**src/rtl/risc_pkg.sv**
```systemverilog
// rtl/risc_pkg.sv - shared types and constants for the 16-bit RISC pipeline
package risc_pkg;

    typedef enum logic [1:0] {
        FETCH = 2'd0,
        WAIT  = 2'd1,
        OUT   = 2'd2
    } fetch_state_t;

    // Opcode occupies the top OPCODE_W bits; the immediate flag sits just below it.
    localparam int OPCODE_W          = 5;
    localparam int OPCODE_LSB_OFFSET = 5;
    localparam int IMM_BIT_OFFSET    = 6;

    localparam logic [15:0] DEFAULT_RESET_PC = 16'h0000;

    // Opcodes the control unit decodes; kept here so both stages agree.
    localparam logic [OPCODE_W-1:0] OP_NOP  = 5'b01101;
    localparam logic [OPCODE_W-1:0] OP_B    = 5'b10010;
    localparam logic [OPCODE_W-1:0] OP_CALL = 5'b10011;
    localparam logic [OPCODE_W-1:0] OP_RET  = 5'b10100;

endpackage

```
**src/rtl/fetch_pc_reg.sv**
```systemverilog
// rtl/fetch_pc_reg.sv - program counter with redirect > increment > hold select
module fetch_pc_reg
    import risc_pkg::*;
#(
    parameter int              PC_W     = 16,
    parameter logic [PC_W-1:0] RESET_PC = DEFAULT_RESET_PC,
    parameter int              PC_INC   = 4
) (
    input  logic            clk,
    input  logic            rst_n,
    input  logic            i_load,
    input  logic [PC_W-1:0] i_load_pc,
    input  logic            i_inc,
    output logic [PC_W-1:0] o_pc
);

    logic [PC_W-1:0] r_pc;
    logic [PC_W-1:0] w_pc_inc;

    // Sequential increment wraps silently at the top of the address space.
    assign w_pc_inc = r_pc + PC_INC[PC_W-1:0];
    assign o_pc     = r_pc;

    // A redirect always wins; otherwise advance only when an instruction is captured.
    always_ff @(posedge clk or negedge rst_n) begin
        if (!rst_n) begin
            r_pc <= RESET_PC;
        end else if (i_load) begin
            r_pc <= i_load_pc;
        end else if (i_inc) begin
            r_pc <= w_pc_inc;
        end
    end

endmodule

```
**src/rtl/fetch_unit.sv**
```systemverilog
// rtl/fetch_unit.sv - instruction fetch stage feeding the control unit
module fetch_unit
    import risc_pkg::*;
#(
    parameter int              PC_W     = 16,
    parameter int              INST_W   = 32,
    parameter logic [PC_W-1:0] RESET_PC = DEFAULT_RESET_PC,
    parameter int              PC_INC   = 4
) (
    input  logic                clk,
    input  logic                rst_n,
    output logic                imem_req_valid,
    input  logic                imem_req_ready,
    output logic [PC_W-1:0]     imem_req_addr,
    input  logic                imem_rsp_valid,
    input  logic [INST_W-1:0]   imem_rsp_data,
    input  logic                redirect,
    input  logic [PC_W-1:0]     redirect_pc,
    output logic                inst_valid,
    input  logic                inst_ready,
    output logic [INST_W-1:0]   inst,
    output logic [PC_W-1:0]     inst_pc,
    output logic [OPCODE_W-1:0] opcode,
    output logic                imm
);

    fetch_state_t      r_state;
    logic              r_drop;
    logic [INST_W-1:0] r_inst;
    logic [PC_W-1:0]   r_inst_pc;
    logic              r_inst_valid;

    logic [PC_W-1:0]   w_pc;
    logic              w_req_fire;
    logic              w_rsp_take;

    // A redirect suppresses the request so the wrong-path address is never issued.
    assign imem_req_valid = rst_n && (r_state == FETCH) && !redirect;
    assign imem_req_addr  = w_pc;
    assign w_req_fire     = imem_req_valid && imem_req_ready;
    assign w_rsp_take     = (r_state == WAIT) && imem_rsp_valid && !r_drop && !redirect;

    assign inst_valid = r_inst_valid;
    assign inst       = r_inst;
    assign inst_pc    = r_inst_pc;
    assign opcode     = r_inst[INST_W-1:INST_W-OPCODE_LSB_OFFSET];
    assign imm        = r_inst[INST_W-IMM_BIT_OFFSET];

    fetch_pc_reg #(
        .PC_W     (PC_W),
        .RESET_PC (RESET_PC),
        .PC_INC   (PC_INC)
    ) u_pc (
        .clk       (clk),
        .rst_n     (rst_n),
        .i_load    (redirect),
        .i_load_pc (redirect_pc),
        .i_inc     (w_rsp_take),
        .o_pc      (w_pc)
    );

    // Fetch sequencer: one request in flight, drop flag marks a wrong-path response.
    always_ff @(posedge clk or negedge rst_n) begin
        if (!rst_n) begin
            r_state      <= FETCH;
            r_drop       <= 1'b0;
            r_inst       <= '0;
            r_inst_pc    <= '0;
            r_inst_valid <= 1'b0;
        end else begin
            case (r_state)
                FETCH: begin
                    if (w_req_fire) begin
                        r_state <= WAIT;
                    end
                end
                WAIT: begin
                    if (imem_rsp_valid) begin
                        r_drop <= 1'b0;
                        if (w_rsp_take) begin
                            r_inst       <= imem_rsp_data;
                            r_inst_pc    <= w_pc;
                            r_inst_valid <= 1'b1;
                            r_state      <= OUT;
                        end else begin
                            r_state <= FETCH;
                        end
                    end else if (redirect) begin
                        r_drop <= 1'b1;
                    end
                end
                OUT: begin
                    // A same-cycle redirect flushes the presented instruction.
                    if (redirect || inst_ready) begin
                        r_inst_valid <= 1'b0;
                        r_state      <= FETCH;
                    end
                end
                default: begin
                    r_state <= FETCH;
                end
            endcase
        end
    end

    a_rsp_only_in_wait: assert property (@(posedge clk) disable iff (!rst_n)
        imem_rsp_valid |-> (r_state == WAIT));

endmodule

```
**config.mk**
```make
export PLATFORM = sky130hd
export DESIGN_NAME = fetch_unit
export DESIGN_NICKNAME = d
export VERILOG_FILES = /design/src/rtl/risc_pkg.sv /design/src/rtl/fetch_pc_reg.sv /design/src/rtl/fetch_unit.sv
export SDC_FILE = /design/constraint.sdc
export NUM_CORES = 1
export LEC_CHECK = 0
export CAP_MARGIN = 25
export CORE_UTILIZATION = 30
export CTS_CLUSTER_DIAMETER = 80
export DETAILED_ROUTE_END_ITERATION = 6
export PLACE_DENSITY_LB_ADDON = 0.08
export SLEW_MARGIN = 20
export SYNTH_ARGS = -nofsm -noshare
export SYNTH_HDL_FRONTEND = slang
export SYNTH_HIERARCHICAL = 1
export SYNTH_SLANG_ARGS = --single-unit
```
**constraint.sdc**
```tcl
create_clock -name clk -period 2.35 [get_ports clk]
set_clock_uncertainty 0.1 [all_clocks]
set_input_delay 0.47 -clock clk [delete_from_list [all_inputs] [get_ports clk]]
set_output_delay 0.47 -clock clk [all_outputs]
set_load 0.01 [all_outputs]
```
Yosys cells after proc, flatten, opt, wreduce, memory -nomap -nowiden
Cells that the tools add are included.
{"block": "word_totals", "wordCells": 43, "output_inout_bits": 72, "latchBits": 0, "romBits": 0, "ram_bits": 0, "mem_count": 0, "reg_bits": 68, "in_bits": 54}
{"block": "op_classes", "mul": 0, "n_bitwise": 0, "add_sub_neg": 1, "n_eq_ne": 6, "reduce_logical": 17, "shifts": 0, "order_cmp": 0, "muxes": 13, "div": 0}
{"op": "16-bit 2-to-1 mux", "n": 2}
{"op": "16-bit by 3-bit adder with 16-bit output, second input constant", "n": 1}
{"op": "2-bit 2-to-1 mux", "n": 4}
{"op": "1-bit logical AND", "n": 6}
{"op": "2-bit inequality test, second input constant", "n": 3}
{"op": "2-bit case mux with 3 select lines", "n": 1}
{"op": "3-bit AND reduction", "n": 2}
{"op": "2-bit nonzero test", "n": 3}
{"op": "1-bit 2-to-1 mux", "n": 5}
{"op": "4-bit AND reduction", "n": 1}
{"op": "2-bit by 1-bit == test with 1-bit output, second input constant", "n": 1}
{"op": "2-bit == test, second input constant", "n": 1}
{"op": "1-bit zero test", "n": 2}
{"op": "2-bit zero test", "n": 1}
{"op": "2-bit by 1-bit inequality test with 1-bit output, second input constant", "n": 1}
{"op": "1-bit case mux with 2 select lines", "n": 1}
{"op": "2-bit AND reduction", "n": 1}
{"op": "1-bit logical OR", "n": 1}

Logic depth before layout (Yosys ltp)
Gate-level depths: netlist (run 1).
{"block": "logic_depth", "depth_word": 7, "mapped_depth": 7, "depth_no_buf": 6}

By module
The synthesis (run 1) kept the hierarchy.
{"module": "fetch_unit", "cells_per_inst": 125, "area_each_um2": 2084.5, "instances": 1}
{"module": "fetch_pc_reg", "cells_per_inst": 86, "area_each_um2": 895.9, "instances": 1}

Worst setup path after synthesis (run 1)
OpenSTA, ideal clock, no wires.
{"block": "synth_path", "path_type": "input port to flip-flop", "startpoint": "in imem_rsp_valid", "endpoint": "reg u_pc.r_pc[15], in the netlist u_pc/o_pc[15]", "stages": 7, "setup_time_ps": 126, "slack_ps": 231, "arrival_time_ps": 1893, "required_ps": 2124, "cell_sequence": "inv_1 > nor4b_4 > buf_6 > nand3_4 > nor4_4 > nor3b_1 > a221o_1"}
{"block": "synth_via", "elab_chain_len": 4}
{"element": "from (decl)", "line_no": "fetch_unit.sv:15", "text": "input logic imem_rsp_valid,"}
{"element": "1-bit logical AND (3 in a row)", "line_no": "fetch_unit.sv:41", "text": "assign w_rsp_take = (r_state == WAIT) && imem_rsp_valid && !r_drop && !redirect;"}
{"element": "via w_rsp_take", "line_no": "fetch_unit.sv:35", "text": "logic w_rsp_take;"}
{"element": "2-bit nonzero test (no source line)"}
{"element": "to (signal assigned)", "line_no": "fetch_pc_reg.sv:29", "text": "r_pc <= i_load_pc;"}
{"element": "to (signal assigned)", "line_no": "fetch_pc_reg.sv:31", "text": "r_pc <= w_pc_inc;"}
{"element": "to (decl)", "line_no": "fetch_pc_reg.sv:17", "text": "logic [PC_W-1:0] r_pc;"}
The timed path passes the listed nets, and every way through them passes these cells.
A chain may end at the register's enable or synchronous reset.

Final worst setup path (run 1)
{"block": "layout_path", "startpoint": "in redirect", "endpoint": "out imem_req_valid"}
{"block": "layout_via", "elab_chain_len": 2}
{"element": "from (decl)", "line_no": "fetch_unit.sv:17", "text": "input logic redirect,"}
{"element": "1-bit zero test", "line_no": "fetch_unit.sv:38", "text": "assign imem_req_valid = rst_n && (r_state == FETCH) && !redirect;"}
{"element": "1-bit logical AND", "line_no": "fetch_unit.sv:38"}
{"element": "to (decl)", "line_no": "fetch_unit.sv:12", "text": "output logic imem_req_valid,"}
Every way passes these cells.

==> metrics list, run 1 <==
- From synthesis to final layout, the design area changed by 52.06%.
* Max VDD drop: 0.4701 mV
- Average size of a mapped cell: 14.12 um2
- Final hold analysis gives a worst-case slack of 0.2568 ns.
- Once detailed placement completed, the half-perimeter wirelength came to 4735 um.
- Highest clock frequency the design can meet: 456.8 MHz
- The initial antenna violation count came to 0.
- Sequential fraction of the synthesis area: 57.09%
* Reg-to-reg setup timing slack: 0.37 ns
* Net count after synthesis: 266
- Count of flip-flops with a built-in enable after synthesis: 0
- Chain of cells forming the critical path: dlygate4sd2_1, nor2_1, and3_1, clkdlybuf4s50_1
- The max-slew violation count is 0.
* TritonCTS clock tree: yes
- Setup repair after global routing left no endpoint under its margin.
- The synthesized netlist contains 36 unique library cells.
- The initial utilization of the core area, before any placement, comes to 30.78%.
- Per report_power, the sequential group accounts for 40.7% of the total.
* Rows: 36
- Post-Synthesis Cell Area: 2980 um2
* Result of the run: finished, final reports clean
* Fill cells: 921
* Count of boundary I/O pins: 126
- Internal power summed over all cells: 0.003290 W
- The kind of cell with the highest combined delay along the critical path is buffers and inverters.
- Of the cells placed in the final design, the portion with a size suffix greater than 1 is 25.57%.
- The worst pin sits at a relative slew slack of 40.44%.
- Element type at the critical path end: output pin
* Cell at the root of the clock tree: sky130_fd_sc_hd__clkbuf_8
* Delay contributed by the slowest stage of the critical path: 0.53 ns
- At the end of routability-driven placement, the weighted congestion stood at 0.7072.
- Cell taking the most area after synthesis: sky130_fd_sc_hd__dfrtp_1
- Clock tree synthesis inserted a total of 9 buffers.
- Leakage: 1.890 nW
- For this design, the slowest cell found on the critical path is sky130_fd_sc_hd__clkdlybuf4s50_1.
- The critical path is of the primary input to output pin type.
* Combinational Power Share: 40.7%
- Of all nets on the critical path, the largest fanout is 4.
* Overall power consumption: 0.004581 W
- Post-CTS timing repair inserted 0 buffers for setup.
- TNS Setup: 0 ns
- Final critical-path share of the clock period: 93.16%
* Sw Share: 28.17%
- The count of buffers added on input and output ports is 125.
- Count of hold-fix buffers inserted at cts: 0
- After synthesis, the cell types taking the most area are sky130_fd_sc_hd__dfrtp_1 57%, sky130_fd_sc_hd__mux2_2 15%, sky130_fd_sc_hd__mux2_4 5.0%, sky130_fd_sc_hd__nand2_1 2.0%, sky130_fd_sc_hd__buf_6 1.9%.
- For this run, asynchronously set or reset flops after synthesis account for 100.0%.
- Number of clock sinks seen by CTS: 68
- The detailed router placed 2,106 vias in this run.
- The clock network burns 18.6% of the power.
* Reg2reg start: r_state[1]$_DFFE_PN0P_
* Global-route congestion overflow total: 0
- Synthesized netlist cell count: 211
* GRT Util Overall: 13.45%
- Dominant synthesized flop cell: sky130_fd_sc_hd__dfrtp_1
* Vertical extent of the die: 101.7 um
* Data required time of the critical path: 1.78 ns
- Counting both buffers and inverters, the worst setup path holds a total of 2.
- For the finished layout, the period the worst path requires is 2.189 ns.
- Largest net degree at the start of global routing: 70
- The first TritonRoute pass finished after 4 iterations.
- Number of cells in the finished layout apart from fillers: 481
- Worst path arrival time: 1.62 ns
- Total count of hold-check failures in the final report: 0
* Worst Setup Start Kind: primary input
- Initial detailed-routing violation count: 34
- Max Root-Sink Buffers: 2
- Gates resized during post-CTS repair numbered 1.
- Vias in the first global route: 2,083
- Depth of the CTS H-tree: 3
* Transition time at the pin with the least slew margin: 0.8935 ns
- Synthesis Warnings: 6
- The detail route stage leaves a number of antenna-violating nets equal to 0.
- Endpoint of the worst-slack reg-to-reg timing path: u_pc/o_pc[11]$_DFFE_PN0N_
* Length in cells of the worst reg-to-reg path: 8
- Total of flip-flops plus latches after synthesis: 68
- The die covers 10,340 um2.
- Overall die width: 101.7 um
- Switching pwr: 0.001290 W
- The worst hold path belongs to the class primary input to async pin.
- The share of synthesized area in the top cell type comes to 57.09%.
- After detailed routing, the number of remaining DRC violations is 0.
- Setup violations remaining at the end of the flow were counted as 0.
- Area of the core: 9684 um2
* Final wirelength: 6740 um
* Number of vias per cell: 4.378
* Cell count after placement: 466
- Max-cap violations in this run came to 0.
- After the last flow step, the layout net total stands at 399.
* Clock transition at the registers of the reported paths: 0.07 ns
- For the worst-skew pair, the clock arrives at the later sink with an insertion delay of 0.33 ns.
- Power per Cell Area: 1011 nW/um2
* Antenna cells: 0
- The first global-routing pass estimated 10,480 um of wire.
* Routed length per instance: 14.01 um
[cells by family after synthesis]
family | share of synthesized area (%)
multiplexers | 20.86
AND/OR/NAND/NOR | 10.16
XOR/XNOR | 3.232
adder cells (fa/ha/maj) | 0.4197
buffers and inverters | 4.324
AO/OA/AOI/OAI | 3.905
flip-flops | 57.09
[worst max-delay path by stage]
stage,from,to,slack (ns),cells after the start
after CTS,redirect,imem_req_valid,0.15,4
after global routing,redirect,imem_req_valid,0.07,4
after floorplan,imem_rsp_valid,u_pc/o_pc[15]$_DFFE_PN0N_,0.23,7
after detailed placement,redirect,u_pc/o_pc[11]$_DFFE_PN0N_,-0.19,8
final,redirect,imem_req_valid,0.16,4
after global placement,redirect,u_pc/o_pc[11]$_DFFE_PN0N_,-0.13,8
[power by group through the flow]
stage | registers, W | clock network [W] | logic, W
2_1_floorplan | 0.00208 | 0 | 0.000581
3_3_place_gp | 0.00188 | 0 | 0.00188
3_5_place_dp | 0.00189 | 0 | 0.00189
4_1_cts | 0.00187 | 0.000898 | 0.00190
5_1_grt | 0.00193 | 0.000936 | 0.00200
6_report | 0.00187 | 0.000852 | 0.00186
[Yosys cell counts, types with 3 or more instances]
library cell	count
sky130_fd_sc_hd__xnor2_1	6
sky130_fd_sc_hd__nor2_1	7
sky130_fd_sc_hd__dfrtp_1	68
sky130_fd_sc_hd__mux2_2	41
sky130_fd_sc_hd__nand2_1	16
sky130_fd_sc_hd__xor2_1	5
sky130_fd_sc_hd__buf_4	6
sky130_fd_sc_hd__nand3_1	3
sky130_fd_sc_hd__mux2_4	10
sky130_fd_sc_hd__inv_1	4
sky130_fd_sc_hd__o21ai_0	8
sky130_fd_sc_hd__buf_6	5
[registers in the layout, indices dropped and copies added, names as in the netlist]
name	flops
r_state	2
inst	32
inst_valid	1
u_pc/o_pc	16
r_drop	1
inst_pc	16
[cell type report]
type	instances	area, um2	area share [%]
clock inverter	2	10.01	0.2209
timing repair buffer	136	1330	29.35
sequential	68	1702	37.55
tap	133	166.4	3.672
inverter	4	15.01	0.3313
multi-input combinational	125	1150	25.37
clock buffer	13	158.9	3.506
[per-stage QoR]
step / area (um2) / util (%) / worst slack (ns)
6_report: 4532 / 46.80 / 0.1606
5_1_grt: 4532 / 46.80 / 0.06867
4_1_cts: 4532 / 46.80 / 0.1539
3_5_place_dp: 4364 / 45.06 / -0.1930
3_3_place_gp: 4364 / 45.06 / -0.1281
2_1_floorplan: 2980 / - / 0.2313
[cells in the final DEF (no fill, tap or decap), drive strengths merged, types with 2 or more instances in the layout]
cell,n
dfrtp,68
a221o,2
mux2,51
o21ai,11
clkinv,2
xor2,5
inv,4
nor3,3
xnor2,6
buf,12
a21oi,2
clkbuf,13
nand3,4
nor4,3
and3,2
nand4,4
nor2,7
nand2,16
nor3b,2
clkdlybuf4s50,123
[worst reg2reg max path, stage by stage (launching register included)]
cell and delay [ns]:
sky130_fd_sc_hd__dfrtp_1 0.44, sky130_fd_sc_hd__nor2b_4 0.15, sky130_fd_sc_hd__nor4b_4 0.23, sky130_fd_sc_hd__buf_4 0.19
sky130_fd_sc_hd__nand3_4 0.10, sky130_fd_sc_hd__buf_4 0.17, sky130_fd_sc_hd__nor4_2 0.26, sky130_fd_sc_hd__xnor2_1 0.15
sky130_fd_sc_hd__o21ai_1 0.07
[per-layer routing]
layer  routed length, um  GRT usage (%)  vias to the layer above
met5                   0              0                        -
met2                3150          21.10                       72
met1                3057          16.93                     1024
met3                 442          4.762                        6
li1                    -              -                     1004
met4                  90          5.351                        0
Note: power is estimated with default switching activity, not from simulation.
==> inputs of run 2 (changes only) <==
clock period = 2.3 ns   (was 2.35 ns; I/O delays follow)
==> run 2 against run 1 <==
  * Power increased by 1.3%
  * Final cell count is 0.21% lower
  * Final area is 0.28% lower
  * Combinational power rose by 2%
  * Sequential share of layout area up 0.10 points
  * Die area unchanged
  * Via count is 0.71% higher
  * Worst setup slack worse by 0.026 ns
  * Count of clock-buffer cells in the layout down 2
  * Highest routed layer unchanged
==> metrics list, run 2 (synthesis results as in run 1) <==
- The flow ran to the end, and the final reports show no timing, DRC or antenna violations.
* Transition time at the pin with the least slew margin: 0.8770 ns
- DRC: 0
* Gate family responsible for the most delay along the worst path: buffers and inverters
* Area of the core: 9684 um2
- Resized Gates After CTS: 1
* Delay contributed by the slowest stage of the critical path: 0.54 ns
* Number of clock sinks seen by CTS: 68
- At the worst endpoint, the arrival time is 1.61 ns.
- Layout overhead on the synthesized area: 51.64%
- At the worst endpoint, the required time is 1.74 ns.
* ANT nets after route: 0
* Count of hold-fix buffers inserted at cts: 0
- Effective utilization at floorplan: 30.78%
- Sequential cell area: 1702 um2
- Across the run, the number of max-cap violations was 0.
- Element type at the critical path end: output pin
- Worst setup path endpoint: imem_req_valid
- Max VDD drop: 0.5838 mV
- Final wirelength: 6804 um
- The number of global-route vias before repair came to 2,100.
* Global-route wire length before repair: 10,720 um
- TritonCTS clock tree: yes
- The worst register-to-register path ends at u_pc/o_pc[11]$_DFFE_PN0N_.
* Cell at the root of the clock tree: sky130_fd_sc_hd__clkbuf_8
- In this run the power density over the cells is 1026 nW/um2.
- The die covers 10,340 um2.
* Critical Path Source: redirect
- The startpoint identified for the worst register-to-register timing path is r_state[1]$_DFFE_PN0P_.
* Max Fanout on Critical Path: 4
- Number of buffer and inverter instances along the worst setup path: 2
- Antenna cells: 0
- Commonest cells after routing, fill and taps aside: 123 x sky130_fd_sc_hd__clkdlybuf4s50_1, 68 x sky130_fd_sc_hd__dfrtp_1, 41 x sky130_fd_sc_hd__mux2_2
- Dividing the detail-routed via count by the number of cells gives 4.419.
* Antenna violations before repair: 0
* TritonCTS buffer count: 9
- Clock transition at the registers of the reported paths: 0.07 ns
- For this run the aggregate overflow at the end of global routing stands at 0.
- Fraction of final layout cells sized beyond drive strength 1: 25.65%
- In this run the worst hold path is classified as primary input to async pin.
* RD Place Congestion: 0.7084
- Insertion delay of the later-clocked pin in the worst-skew pair: 0.33 ns
- Measured along the x axis, the die boundary spans 101.7 um.
- Reg-to-reg setup timing slack: 0.28 ns
- STA classifies the critical path startpoint as a primary input.
* Area of combinational cells with multiple inputs: 1150 um2
- The library cell used most frequently in the layout, excluding fill and tap cells, is sky130_fd_sc_hd__clkdlybuf4s50_1.
- The signal on the critical path passes through dlygate4sd2_1, nor2_1, and3_1, clkdlybuf4s50_1.
- The worst pin sits at a relative slew slack of 41.53%.
- Critical path's slowest cell: sky130_fd_sc_hd__clkdlybuf4s50_1
* Unrepaired setup endpoints after global routing: false
- Detailed-placement wirelength estimate: 4739 um
- Max Root-Sink Buffers: 2
* Number of buffers inserted by port buffering: 125
- The share of total power dissipated in the clock network is 17.9%.
- Final critical-path share of the clock period: 94.17%
* Worst setup path category: primary input to output pin
- Of the total power, combinational logic draws 40.9%.
- In this run switching power makes up 28.35% of total power.
- The first TritonRoute pass finished after 4 iterations.
* Leakage: 1.885 nW
- 126 I/O pins were placed.
- The critical path runs through a total of 4 cells.
- The floorplan step set the die height to 101.7 um.
- Count of final setup violators: 0
- Timing analysis after detailed placement gives a worst setup slack of -0.2299 ns.
- Dividing the detail-routed wire length by the instance count gives 14.18 um.
- Across all setup checks in the final design, the least slack found is 0.1342 ns.
* Final Critical Period: 2.166 ns
* Via total after detailed routing: 2,121
- Largest register FFs: 32
- Fill cells: 925
- The floorplan has 36 rows.
* Count of pins over their slew limit: 0
- The share of total power dissipated in sequential elements is 41.2%.
- Entering global routing, the biggest net connects 70 pins.
- Summed over all nets, the switching power comes to 0.001315 W.
- Total count of hold-check failures in the final report: 0
- For the worst flop-to-flop path, the logic depth is 8.
- Internal power comes to 0.003323 W.
- Initial detailed-routing violation count: 16
* Fin nets: 399
- GRT Util Overall: 13.74%
- Buffers added to address setup during post-CTS repair amount to 0.
* Depth of the CTS H-tree: 3
- Derived from the worst setup path, the maximum achievable clock frequency is 461.7 MHz.
- Once layout is complete, the utilization of the core stands at 46.67%.
## run 2: changes by cell type in the layout (fill, tap and decap cells not counted)
cell | previous run | this run
sky130_fd_sc_hd__clkbuf_8 | 11 | 10
sky130_fd_sc_hd__clkbuf_1 | 2 | 1
sky130_fd_sc_hd__clkinv_2 | 2 | 3
## run 2: worst min path at each step
| stage | start | endpoint | slack, ns | depth (start not counted) |
|---|---|---|---|---|
| after floorplan | rst_n | inst[0]$_DFFE_PN0P_ | 0.06 | 0 |
| after global placement | inst_valid$_DFFE_PN0P_ | inst_valid$_DFFE_PN0P_ | 0.39 | 1 |
| after detailed placement | inst_valid$_DFFE_PN0P_ | inst_valid$_DFFE_PN0P_ | 0.39 | 1 |
| after CTS | rst_n | inst[5]$_DFFE_PN0P_ | 0.28 | 2 |
| after global routing | rst_n | inst[31]$_DFFE_PN0P_ | 0.31 | 2 |
| final | rst_n | inst[9]$_DFFE_PN0P_ | 0.24 | 2 |
## run 2: per-stage QoR
| stage | instances | setup TNS (ns) | total power, W | hold slack (ns) | cell area (um2) |
|---|---|---|---|---|---|
| 4_1_cts | 480 | 0 | 0.004729 | 0.2788 | 4519 |
| 3_3_place_gp | 466 | -6.024 | 0.003839 | 0.3868 | 4364 |
| 2_1_floorplan | 211 | 0 | 0.002721 | 0.06441 | 2980 |
| 5_1_grt | 480 | 0 | 0.004933 | 0.3136 | 4519 |
| 3_5_place_dp | 466 | -8.289 | 0.003863 | 0.3920 | 4364 |
| 6_report | 480 | 0 | 0.004638 | 0.2439 | 4519 |
## run 2: power by group through the flow
stage	registers, W	logic [W]	clock network (W)
3_5_place_dp	0.00194	0.00192	0
3_3_place_gp	0.00192	0.00192	0
2_1_floorplan	0.00213	0.000593	0
5_1_grt	0.00197	0.00204	0.000918
6_report	0.00191	0.00190	0.000828
4_1_cts	0.00192	0.00193	0.000879
## run 2: cell type report
class / instances / area share, %
Timing Repair Buffer: 136 / 29.43
Multi-Input combinational cell: 125 / 25.44
Sequential cell: 68 / 37.65
Inverter: 4 / 0.3322
Clock inverter: 3 / 0.3322
Clock buffer: 11 / 3.128
Tap cell: 133 / 3.682
## run 2: routing by layer
layer / global-route usage (%) / up-vias / routed length (um)
met3: 4.969 / 7 / 456
met2: 21.57 / 73 / 3254
li1: - / 1003 / -
met4: 5.351 / 0 / 78
met5: 0 / - / 0
met1: 17.23 / 1038 / 3015
